===== src/rtl/dlf_pkg.sv =====
// Shared types and arithmetic helpers for the serial IIR loop filter.
// Helpers work on a 64-bit signed carrier; callers size-cast the result.
package dlf_pkg;

  typedef enum logic [1:0] {
    S_IDLE = 2'd0,
    S_MAC  = 2'd1,
    S_UPD  = 2'd2
  } state_e;

  localparam int WIDE_W = 64;
  typedef logic signed [WIDE_W-1:0] wide_t;

  function automatic wide_t coef_one(input int frac);
    return wide_t'(1) <<< frac;
  endfunction

  // Coefficient address map: b_k sits at k, a_k at order+k.
  function automatic int b_idx(input int k);
    return k;
  endfunction

  function automatic int a_idx(input int k, input int order);
    return order + k;
  endfunction

  function automatic wide_t round_half_up(input wide_t a, input int frac);
    wide_t half;
    half = wide_t'(1) <<< (frac - 1);
    return (a + half) >>> frac;
  endfunction

  function automatic wide_t saturate(input wide_t v, input int w);
    wide_t hi;
    wide_t lo;
    hi = (wide_t'(1) <<< (w - 1)) - wide_t'(1);
    lo = -(wide_t'(1) <<< (w - 1));
    if (v > hi) return hi;
    if (v < lo) return lo;
    return v;
  endfunction

  function automatic wide_t to_offset(input wide_t y, input int w);
    return y ^ (wide_t'(1) <<< (w - 1));
  endfunction

endpackage


===== src/rtl/dlf_coef_bank.sv =====
// Two banks of 2*ORDER+1 coefficients; reset to pass-through (b0 = 1.0).
// Writes to the bank the datapath is using are refused while it is busy.
module dlf_coef_bank
  import dlf_pkg::*;
#(
  parameter int COEF_W    = 20,
  parameter int COEF_FRAC = 18,
  parameter int ORDER     = 3
) (
  input  logic              clk,
  input  logic              rst,
  input  logic              we_i,
  input  logic              wbank_i,
  input  logic [2:0]        waddr_i,
  input  logic [COEF_W-1:0] wdata_i,
  input  logic              busy_i,
  input  logic              active_bank_i,
  output logic              err_o,
  input  logic              rbank_i,
  input  logic [2:0]        ridx_i,
  output logic [COEF_W-1:0] rdata_o
);

  localparam int NC = 2 * ORDER + 1;
  localparam logic [COEF_W-1:0] ONE = COEF_W'(coef_one(COEF_FRAC));

  logic [COEF_W-1:0] coef_q [2][NC];
  logic              err_q;
  logic              addr_ok;
  logic              wr_ok;

  assign addr_ok = (waddr_i <= 3'(NC - 1));
  assign wr_ok   = we_i && addr_ok && !(busy_i && (wbank_i == active_bank_i));

  always_ff @(posedge clk) begin
    if (rst) begin
      for (int b = 0; b < 2; b++) begin
        for (int i = 0; i < NC; i++) begin
          coef_q[b][i] <= (i == 0) ? ONE : '0;
        end
      end
      err_q <= 1'b0;
    end else begin
      err_q <= we_i && !wr_ok;
      if (wr_ok) coef_q[wbank_i][waddr_i] <= wdata_i;
    end
  end

  assign err_o   = err_q;
  assign rdata_o = coef_q[rbank_i][ridx_i];

endmodule


===== src/rtl/dlf_iir_serial.sv =====
// Time-multiplexed IIR loop filter: one MAC walks b0..bN then a1..aN per sample,
// then rounds, saturates and emits an offset-binary DCO code.
module dlf_iir_serial
  import dlf_pkg::*;
#(
  parameter int IN_W      = 8,
  parameter int OUT_W     = 10,
  parameter int COEF_W    = 20,
  parameter int COEF_FRAC = 18,
  parameter int ORDER     = 3,
  parameter int ACC_W     = OUT_W + COEF_W + 3
) (
  input  logic              clk,
  input  logic              rst,
  input  logic              in_valid,
  output logic              in_ready,
  input  logic [IN_W-1:0]   in_mag,
  input  logic              in_lead,
  input  logic              bank_sel,
  input  logic              hold,
  input  logic              flush,
  input  logic              coef_we,
  input  logic              coef_bank,
  input  logic [2:0]        coef_addr,
  input  logic [COEF_W-1:0] coef_wdata,
  output logic              coef_err,
  output logic              out_valid,
  output logic [OUT_W-1:0]  out_code,
  output logic              sat_flag
);

  localparam int NC = 2 * ORDER + 1;
  localparam int PW = OUT_W + COEF_W;
  localparam logic [OUT_W-1:0] CODE_MID = {1'b1, {(OUT_W-1){1'b0}}};

  state_e                   state_q;
  logic [2:0]               k_q;
  logic                     bank_q;
  logic signed [ACC_W-1:0]  acc_q;
  logic signed [IN_W:0]     x_hist_q [ORDER+1];
  logic signed [OUT_W-1:0]  y_hist_q [1:ORDER];
  logic [OUT_W-1:0]         out_code_q;
  logic                     out_valid_q;
  logic                     sat_q;
  logic                     flush_pend_q;

  logic signed [IN_W:0]     mag_s;
  logic signed [IN_W:0]     x_in;
  logic [COEF_W-1:0]        coef;
  logic signed [OUT_W-1:0]  op;
  logic                     neg;
  logic signed [PW-1:0]     op_ext;
  logic signed [PW-1:0]     coef_ext;
  logic signed [PW-1:0]     prod;
  logic signed [ACC_W-1:0]  acc_d;
  wide_t                    v_d;
  wide_t                    y_w;
  logic signed [OUT_W-1:0]  y_d;
  logic [OUT_W-1:0]         code_d;
  logic                     sat_d;

  assign mag_s    = $signed({1'b0, in_mag});
  assign x_in     = in_lead ? mag_s : -mag_s;
  assign in_ready = (state_q == S_IDLE) && !hold && !flush && !flush_pend_q && !rst;

  dlf_coef_bank #(
    .COEF_W    (COEF_W),
    .COEF_FRAC (COEF_FRAC),
    .ORDER     (ORDER)
  ) u_coef (
    .clk           (clk),
    .rst           (rst),
    .we_i          (coef_we),
    .wbank_i       (coef_bank),
    .waddr_i       (coef_addr),
    .wdata_i       (coef_wdata),
    .busy_i        (state_q != S_IDLE),
    .active_bank_i (bank_q),
    .err_o         (coef_err),
    .rbank_i       (bank_q),
    .ridx_i        (k_q),
    .rdata_o       (coef)
  );

  // Coefficient index equals k, so only the history operand needs muxing.
  always_comb begin
    op  = '0;
    neg = 1'b0;
    for (int i = 0; i <= ORDER; i++) begin
      if (k_q == 3'(b_idx(i))) op = OUT_W'(x_hist_q[i]);
    end
    for (int i = 1; i <= ORDER; i++) begin
      if (k_q == 3'(a_idx(i, ORDER))) begin
        op  = y_hist_q[i];
        neg = 1'b1;
      end
    end
  end

  assign op_ext   = {{COEF_W{op[OUT_W-1]}}, op};
  assign coef_ext = {{OUT_W{coef[COEF_W-1]}}, coef};
  assign prod     = op_ext * coef_ext;
  assign acc_d    = neg ? (acc_q - ACC_W'(prod)) : (acc_q + ACC_W'(prod));

  assign v_d    = round_half_up(wide_t'(acc_q), COEF_FRAC);
  assign y_w    = saturate(v_d, OUT_W);
  assign y_d    = OUT_W'(y_w);
  assign code_d = OUT_W'(to_offset(y_w, OUT_W));
  assign sat_d  = (v_d != y_w);

  always_ff @(posedge clk) begin
    if (rst) begin
      state_q      <= S_IDLE;
      k_q          <= '0;
      bank_q       <= 1'b0;
      acc_q        <= '0;
      for (int i = 0; i <= ORDER; i++) x_hist_q[i] <= '0;
      for (int i = 1; i <= ORDER; i++) y_hist_q[i] <= '0;
      out_code_q   <= CODE_MID;
      out_valid_q  <= 1'b0;
      sat_q        <= 1'b0;
      flush_pend_q <= 1'b0;
    end else begin
      out_valid_q <= 1'b0;
      case (state_q)
        S_IDLE: begin
          if (flush || flush_pend_q) begin
            for (int i = 0; i <= ORDER; i++) x_hist_q[i] <= '0;
            for (int i = 1; i <= ORDER; i++) y_hist_q[i] <= '0;
            out_code_q   <= CODE_MID;
            sat_q        <= 1'b0;
            flush_pend_q <= 1'b0;
          end else if (in_valid && in_ready) begin
            x_hist_q[0] <= x_in;
            bank_q      <= bank_sel;
            acc_q       <= '0;
            k_q         <= '0;
            state_q     <= S_MAC;
          end
        end
        S_MAC: begin
          if (flush) flush_pend_q <= 1'b1;
          acc_q <= acc_d;
          k_q   <= k_q + 3'd1;
          if (k_q == 3'(NC - 1)) state_q <= S_UPD;
        end
        S_UPD: begin
          if (flush) flush_pend_q <= 1'b1;
          for (int i = 1; i <= ORDER; i++) x_hist_q[i] <= x_hist_q[i-1];
          for (int i = 2; i <= ORDER; i++) y_hist_q[i] <= y_hist_q[i-1];
          y_hist_q[1] <= y_d;
          out_code_q  <= code_d;
          sat_q       <= sat_d;
          out_valid_q <= 1'b1;
          state_q     <= S_IDLE;
        end
        default: state_q <= S_IDLE;
      endcase
    end
  end

  assign out_code  = out_code_q;
  assign out_valid = out_valid_q;
  assign sat_flag  = sat_q;

endmodule


===== config.mk =====
export PLATFORM = sky130hd
export DESIGN_NAME = dlf_iir_serial
export DESIGN_NICKNAME = d
export VERILOG_FILES = /design/src/rtl/dlf_pkg.sv /design/src/rtl/dlf_coef_bank.sv /design/src/rtl/dlf_iir_serial.sv
export SDC_FILE = /design/constraint.sdc
export NUM_CORES = 1
export LEC_CHECK = 0
export BUFFER_PORTS_ARGS = -buffer_cell sky130_fd_sc_hd__clkbuf_2
export CORE_ASPECT_RATIO = 1.4
export CORE_MARGIN = 1
export CORE_UTILIZATION = 42
export DETAILED_ROUTE_END_ITERATION = 8
export SYNTH_ARGS = -nofsm -noshare
export SYNTH_HDL_FRONTEND = slang
export SYNTH_HIERARCHICAL = 1
export SYNTH_SLANG_ARGS = --single-unit

===== constraint.sdc =====
create_clock -name clk -period 10.2 [get_ports clk]
set_input_delay 2.04 -clock clk [delete_from_list [all_inputs] [get_ports clk]]
set_output_delay 2.04 -clock clk [all_outputs]
set_load 0.01 [all_outputs]

* Word-level counts from Yosys, hierarchy flattened
Memories as Yosys holds them, arrays and structs flattened. A register that Yosys moved wholly into a read port is not among the register bits.
Index checks and enable logic that the tools add are counted.
** Word-level totals
- Bits in registers :: 53
- Bits in writable memories :: 346
- Input bits :: 40
- Output and inout bits :: 14
- Word-level logic and storage cells :: 163
- Memories kept :: 3
** Cells by class
- $add $sub $neg :: 5
- $mul :: 1
- Magnitude comparators :: 6
- Equal/unequal tests :: 15
- Muxes and demuxes :: 76
- Bitwise logic cells :: 18
- Reduce and logical (&&, ||, !) cells :: 30
** Memory list
- u_coef.coef_q :: depth 2, bits a word 140, rd ports 1, clocked after memory_dff 1, write ports 2, RTL line dlf_coef_bank.sv:27 : logic [COEF_W-1:0] coef_q [2][NC];
- x_hist_q :: depth 4, bits a word 9, rd ports 4, clocked after memory_dff 0, write ports 4, RTL line dlf_iir_serial.sv:40 : logic signed [IN_W:0] x_hist_q [ORDER+1];
- y_hist_q :: depth 3, bits a word 10, rd ports 3, clocked after memory_dff 0, write ports 3, RTL line dlf_iir_serial.sv:41 : logic signed [OUT_W-1:0] y_hist_q [1:ORDER];
** Operators by type and width (number)
- 140-bit two-way mux :: 3
- 64-bit two-way mux :: 4
- 10-bit two-way mux :: 14
- 140-bit OR reduction :: 1
- 33-bit two-way mux :: 3
- 9-bit two-way mux :: 9
- 33-bit one-hot mux with 2 select lines :: 1
- 16-bit by 64-bit != test with 1-bit output :: 1
- 20-bit binary-select mux with 3-bit select :: 1
- 20-bit demux with 3-bit select :: 1
- 20-bit two-way mux :: 3
- 33-bit by 19-bit adder with 34-bit output (second input constant) :: 1
- 33-bit by 30-bit adder with 33-bit output :: 1
- 33-bit by 30-bit subtractor with 33-bit output :: 1
- 10-bit by 20-bit multiplier with 30-bit output :: 1
- 1-bit two-way mux :: 27
- 10-bit one-hot mux with 2 select lines :: 1
- 16-bit by 10-bit greater-than comparator with 1-bit output (second input constant) :: 1
- 16-bit by 10-bit less-than comparator with 1-bit output (second input constant) :: 1
- 1-bit bitwise OR :: 14
- 3-bit AND reduction :: 4
- 1-bit logical AND :: 10
- 3-bit equality test (second input constant) :: 3
- 8-bit negator with 9-bit output :: 1
- 25 further kinds :: 44

* Longest topological paths before layout
- Depth in word-level cells :: 12
- Mapped depth :: 46
- Mapped depth without buffers :: 42

* Modules after synthesis
The synthesis kept the hierarchy.
** Modules (own cells, without submodules)
- dlf_iir_serial :: instances 1, cells each 1803, area each 15288.4 um^2, sequential area each 2932.8 um^2
- dlf_coef_bank :: instances 1, cells each 748, area each 12156.7 um^2, sequential area each 8428.1 um^2

* Worst setup path before layout
OpenSTA, ideal clock, no wires.
- Path type :: register to register
- Start point :: register k_q[1]
- End point :: register acc_q[32]
- Library setup time :: 64 ps
- Arrival time :: 10066 ps
- Required time :: 10136 ps
- Path slack :: 70 ps
- Stages on the path, launching flop included :: 45
- Path buffers :: 2
- Clock period less this slack :: 10130 ps
- Cell sequence :: dfxtp_1 inv_1 ha_1 nor3b_1 a22oi_1 a211oi_1 a21oi_1 a211oi_1 a21oi_1 a21oi_1 clkbuf_1 nand2_1 fa_1 inv_1 fa_1 inv_1 fa_1 inv_1 (+9 left out) o21ai_1 mux2_2 nor3b_1 and3_1 nand3_1 or4_1 nand2_1 xnor2_1 ha_1 a21o_1 a21o_1 a21oi_1 o32ai_1 o41ai_1 o21ai_0 nor4_1 mux2i_1 nand4_1
** Between the ends
- Longest elaborated chain between the ends :: 12
- Elaborated cells on any way between the ends :: 26
- Those cells by class :: add/sub: 2; mul: 1; eq/ne: 6; mux: 15; bitwise: 1; reduce/logical: 1
** RTL lines
- from (decl) :: RTL line dlf_iir_serial.sv:37 : logic [2:0] k_q;
- from (signal assigned) :: RTL line dlf_iir_serial.sv:144 : k_q <= k_q + 3'd1;
- 3-bit zero test :: RTL line dlf_iir_serial.sv:90 : if (k_q == 3'(b_idx(i))) op = OUT_W'(x_hist_q[i]);
- 10-bit two-way mux (4 in a row) :: RTL line dlf_iir_serial.sv:90
- 10-bit two-way mux (3 in a row) :: RTL line dlf_iir_serial.sv:93 : if (k_q == 3'(a_idx(i, ORDER))) begin
- 10-bit by 20-bit multiplier with 30-bit output :: RTL line dlf_iir_serial.sv:102 : assign prod = op_ext * coef_ext;
- 33-bit by 30-bit adder with 33-bit output / 33-bit by 30-bit subtractor with 33-bit output (equally long branches) :: RTL line dlf_iir_serial.sv:103 : assign acc_d = neg ? (acc_q - ACC_W'(prod)) : (acc_q + ACC_W'(prod));
- 33-bit two-way mux * :: RTL line dlf_iir_serial.sv:103
- 33-bit one-hot mux with 2 select lines * :: RTL line dlf_iir_serial.sv:125 : case (state_q)
- to (signal assigned) :: RTL line dlf_iir_serial.sv:116 : acc_q <= '0;
- to (signal assigned) :: RTL line dlf_iir_serial.sv:136 : acc_q <= '0;
- to (signal assigned) :: RTL line dlf_iir_serial.sv:143 : acc_q <= acc_d;
- to (decl) :: RTL line dlf_iir_serial.sv:39 : logic signed [ACC_W-1:0] acc_q;
Every way passes the cells marked *; elsewhere a longest branch is shown, timed or not. The select of a mux whose other input is x is not followed.
A chain may end at the register's enable or synchronous reset.

* Final worst setup path
- Start point :: register k_q[1]
- End point :: register acc_q[31]
Same word-level chain as after synthesis.

==> results by group <==
Synthesis
  – Synth Warn #: 6
  – Number of synthesized register bits: ~400
  – Top-area cell type share of the netlist area: between 30 and 40%
  – Sequential-to-total area share from yosys stat: roughly two fifths
  – Cells after Synth: 2551
  – Post-synth cell types: 85
  – Mapped Area: about 27000 um^2
  – Post-Syn Nets: around 2900
  – Area leader, netlist: edfxtp_1
  – Asr flop ratio synth: 0%
  – Avg Synthesized Cell Area: approximately 11 um^2
  – Synth Flop Type: edfxtp_1
  – Post-synth top cells: edfxtp_1 (337), inv_1 (248), and2_1 (247)
  – Number of synthesized flops with an enable pin: 337
  – Most common cell in the netlist: edfxtp_1
  – Largest cells by area after synthesis: edfxtp_1 (37%), fa_1 (13%), and2_1 (5.6%), ha_1 (5.2%), dfxtp_1 (4.5%)

Setup path
  – Crit path required time: approximately 11 ns
  – CP Capture Type: flop
  – Critical path type: flop to flop
  – Startpoint Class: flop
  – CP max-delay cell: fa_1
  – Delay-heaviest family, CP: adder cells
  – Worst Path Buf+Inv: 11
  – Data arrival time of the worst path: about 10 ns
  – CP max FO: 18
  – CP max stage delay: between 0.5 and 0.6 ns

Timing
  – PnR worst setup slack: roughly 0.51 ns
  – WHS: ~0.46 ns
  – Period minus WS final: 9.69 ns
  – Worst Tran Pin Value: between 1 and 1.5 ns
  – Final worst-path cycle share: between 90% and 100%
  – Setup TNS: 0 ns
  – Setup Viol. Count Final: 0
  – FMAX: about 100 MHz
  – Clock Skews: between 0.015 and 0.02 ns
  – Slew HR: between 10% and 20%
  – Slew Limit Fails: 0
  – Final Hold Fails: 0

Placed design
  – Placed Cells incl. Taps: approximately 3500
  – PortBufs: between 50 and 60
  – Gp weighted congestion: 0.922
  – Dpl ws: -0.0769 ns
  – Hpwl dp: 55700 um

Floorplanning
  – # IOs: 54
  – Die Wd: around 220 um
  – Die area: roughly 66000 um^2
  – CORE AREA: 64400 um^2
  – Initial Util: between 40% and 50%
  – # rows: 110
  – Die Y: between 300 and 400 um

Clock network
  – Clk sink count: between 300 and 400
  – Worst-skew pair later-pin latency: 0.57 ns
  – Clock transition at path regs: 0.06 ns
  – Root Driver: clkbuf_16
  – # H-tree levels: 2
  – TritonCTS clock tree: built
  – Hold_buf cts: 0
  – CTS max path bufs: 3
  – Cts bufs inserted: 40

GRT
  – Global Route Usage Sum: 23.1%
  – GR Overflow Total: 0
  – First-pass GRT wire length: 117000 um
  – Largest net degree at the start of global routing: 66
  – Initial antenna violation count: 1
  – Vias in the first global route: 20800

Finish
  – P&R area growth vs syn: 14.6%
  – Final nets: slightly above 3000
  – Fill cell count: roughly 5900
  – Final Non-Filler Cells: about 3600
  – Layout cell share with drive strength beyond 1: approximately 16%

Drt
  – # DRC: 0
  – Avg WL per Cell: about 21 um
  – DR vias: ~20000
  – Final wirelength: approximately 76000 um
  – Detailed Routing Iterations Pass 1: 5
  – Antenna Nets Post-Route: 0
  – Vias per inst: 5.50
  – DR iter-0 viols: 1221

Min path
  – Worst min path class: flop to flop

Pwr
  – Max IR drop VDD: around 0.00022 V
  – Power Density: between 200 and 250 nW/um^2
  – Total power: 7160 uW
  – Static Leakage: around 0.013 uW

Run status
  – Status: finished, final reports clean

Run
  – Max-cap violations: 0
## registers in the layout, indices dropped and copies added, names as in the netlist
register / flops
u_coef/coef_q: 280
x_hist_q: 36
acc_q: 33
y_hist_q: 30
out_code: 10
k_q: 3
state_q: 2
bank_q: 1
flush_pend_q: 1
out_valid: 1
sat_flag: 1
u_coef/err_o: 1
## placed cells by master, fill, tap and decap left out, types with 8 or more instances in the layout
cell         n
xor2_1      41
a22oi_1     54
and2_1     247
inv_1      248
or2_2        8
clkinv_2     8
clkbuf_16   40
nor2_1     214
o311ai_1    13
o21a_1      14
o22ai_1     11
clkbuf_1     8
nor2b_1     13
a211oi_1    15
o32ai_1      8
o21ai_0     67
a21oi_2      9
mux4_1      13
and3_1       9
mux4_2      39
edfxtp_1   337
dfxtp_1     59
mux2i_1     43
a31oi_1     14
buf_4      195
a21oi_1    103
nand2b_1    11
nor3_1      28
nand2_1    225
nand3_1     32
a22o_1      10
a21o_1      26
clkbuf_2    53
ha_1       112
fa_1       172
o21ai_1      8
xnor2_1     54
## path summary, 6_finish.rpt
kind / startpoint / end / slack [ns] / depth (start not counted)
max: k_q[1] / acc_q[31] / 0.51 / 43
min: sat_flag / sat_flag / 0.46 / 2
max reg2reg: k_q[1] / acc_q[31] / 0.51 / 43
min reg2reg: sat_flag / sat_flag / 0.46 / 2
## logic make-up after synthesis
logic type	synth area share, %
simple gates	15.2
flops	41.4
fa+ha+maj	17.7
xor+xnor	3.13
compound gates	10.7
buf+inv	5.78
mux	6.10
## per-stage QoR
step                util [%]  instance area (um^2)
floorplan                  -                 27400
global placement        46.4                 29900
detailed placement      46.4                 29900
CTS                     48.4                 31200
global route            48.8                 31400
finish                  48.8                 31400
## area by class of cell
cell class	count	area, um^2	share of cell area (%)
multi-input combinational	1759	14900	47.3
sequential	399	11400	36.2
timing repair buffer	259	1910	6.06
clock buffer	50	1060	3.37
tap	840	1050	3.34
inverter	248	931	2.96
clock inverter	21	240	0.764
antenna	1	2.50	0.00796
## per-layer routing
metal  GRT usage, %  vias up  share of wire, %
li1               -     9168                 -
met1           25.2     9929                37
met2           44.6      444                56
met3           2.68      146               3.6
met4           8.42        2               3.4
met5              0        -             0.017
## power by group
group	internal, uW	switching (uW)
registers	1860	36.0
clock network	845	634
logic	1670	2120
## worst min-delay path, delay by kind of cell, from the launching register on
kind	cells	cell delay, ns
and+or+nand+nor	1	0.05
DFF	1	0.31
AOI/OAI and AO/OA	1	0.06
## what timing repair did
action,in CTS,in global routing
cloned,0,0
pin swaps,0,16
setup buffers,0,3
endpoints found under the setup margin,1,11
resized for setup,3,50
Note: power is estimated with default switching activity, not from simulation.
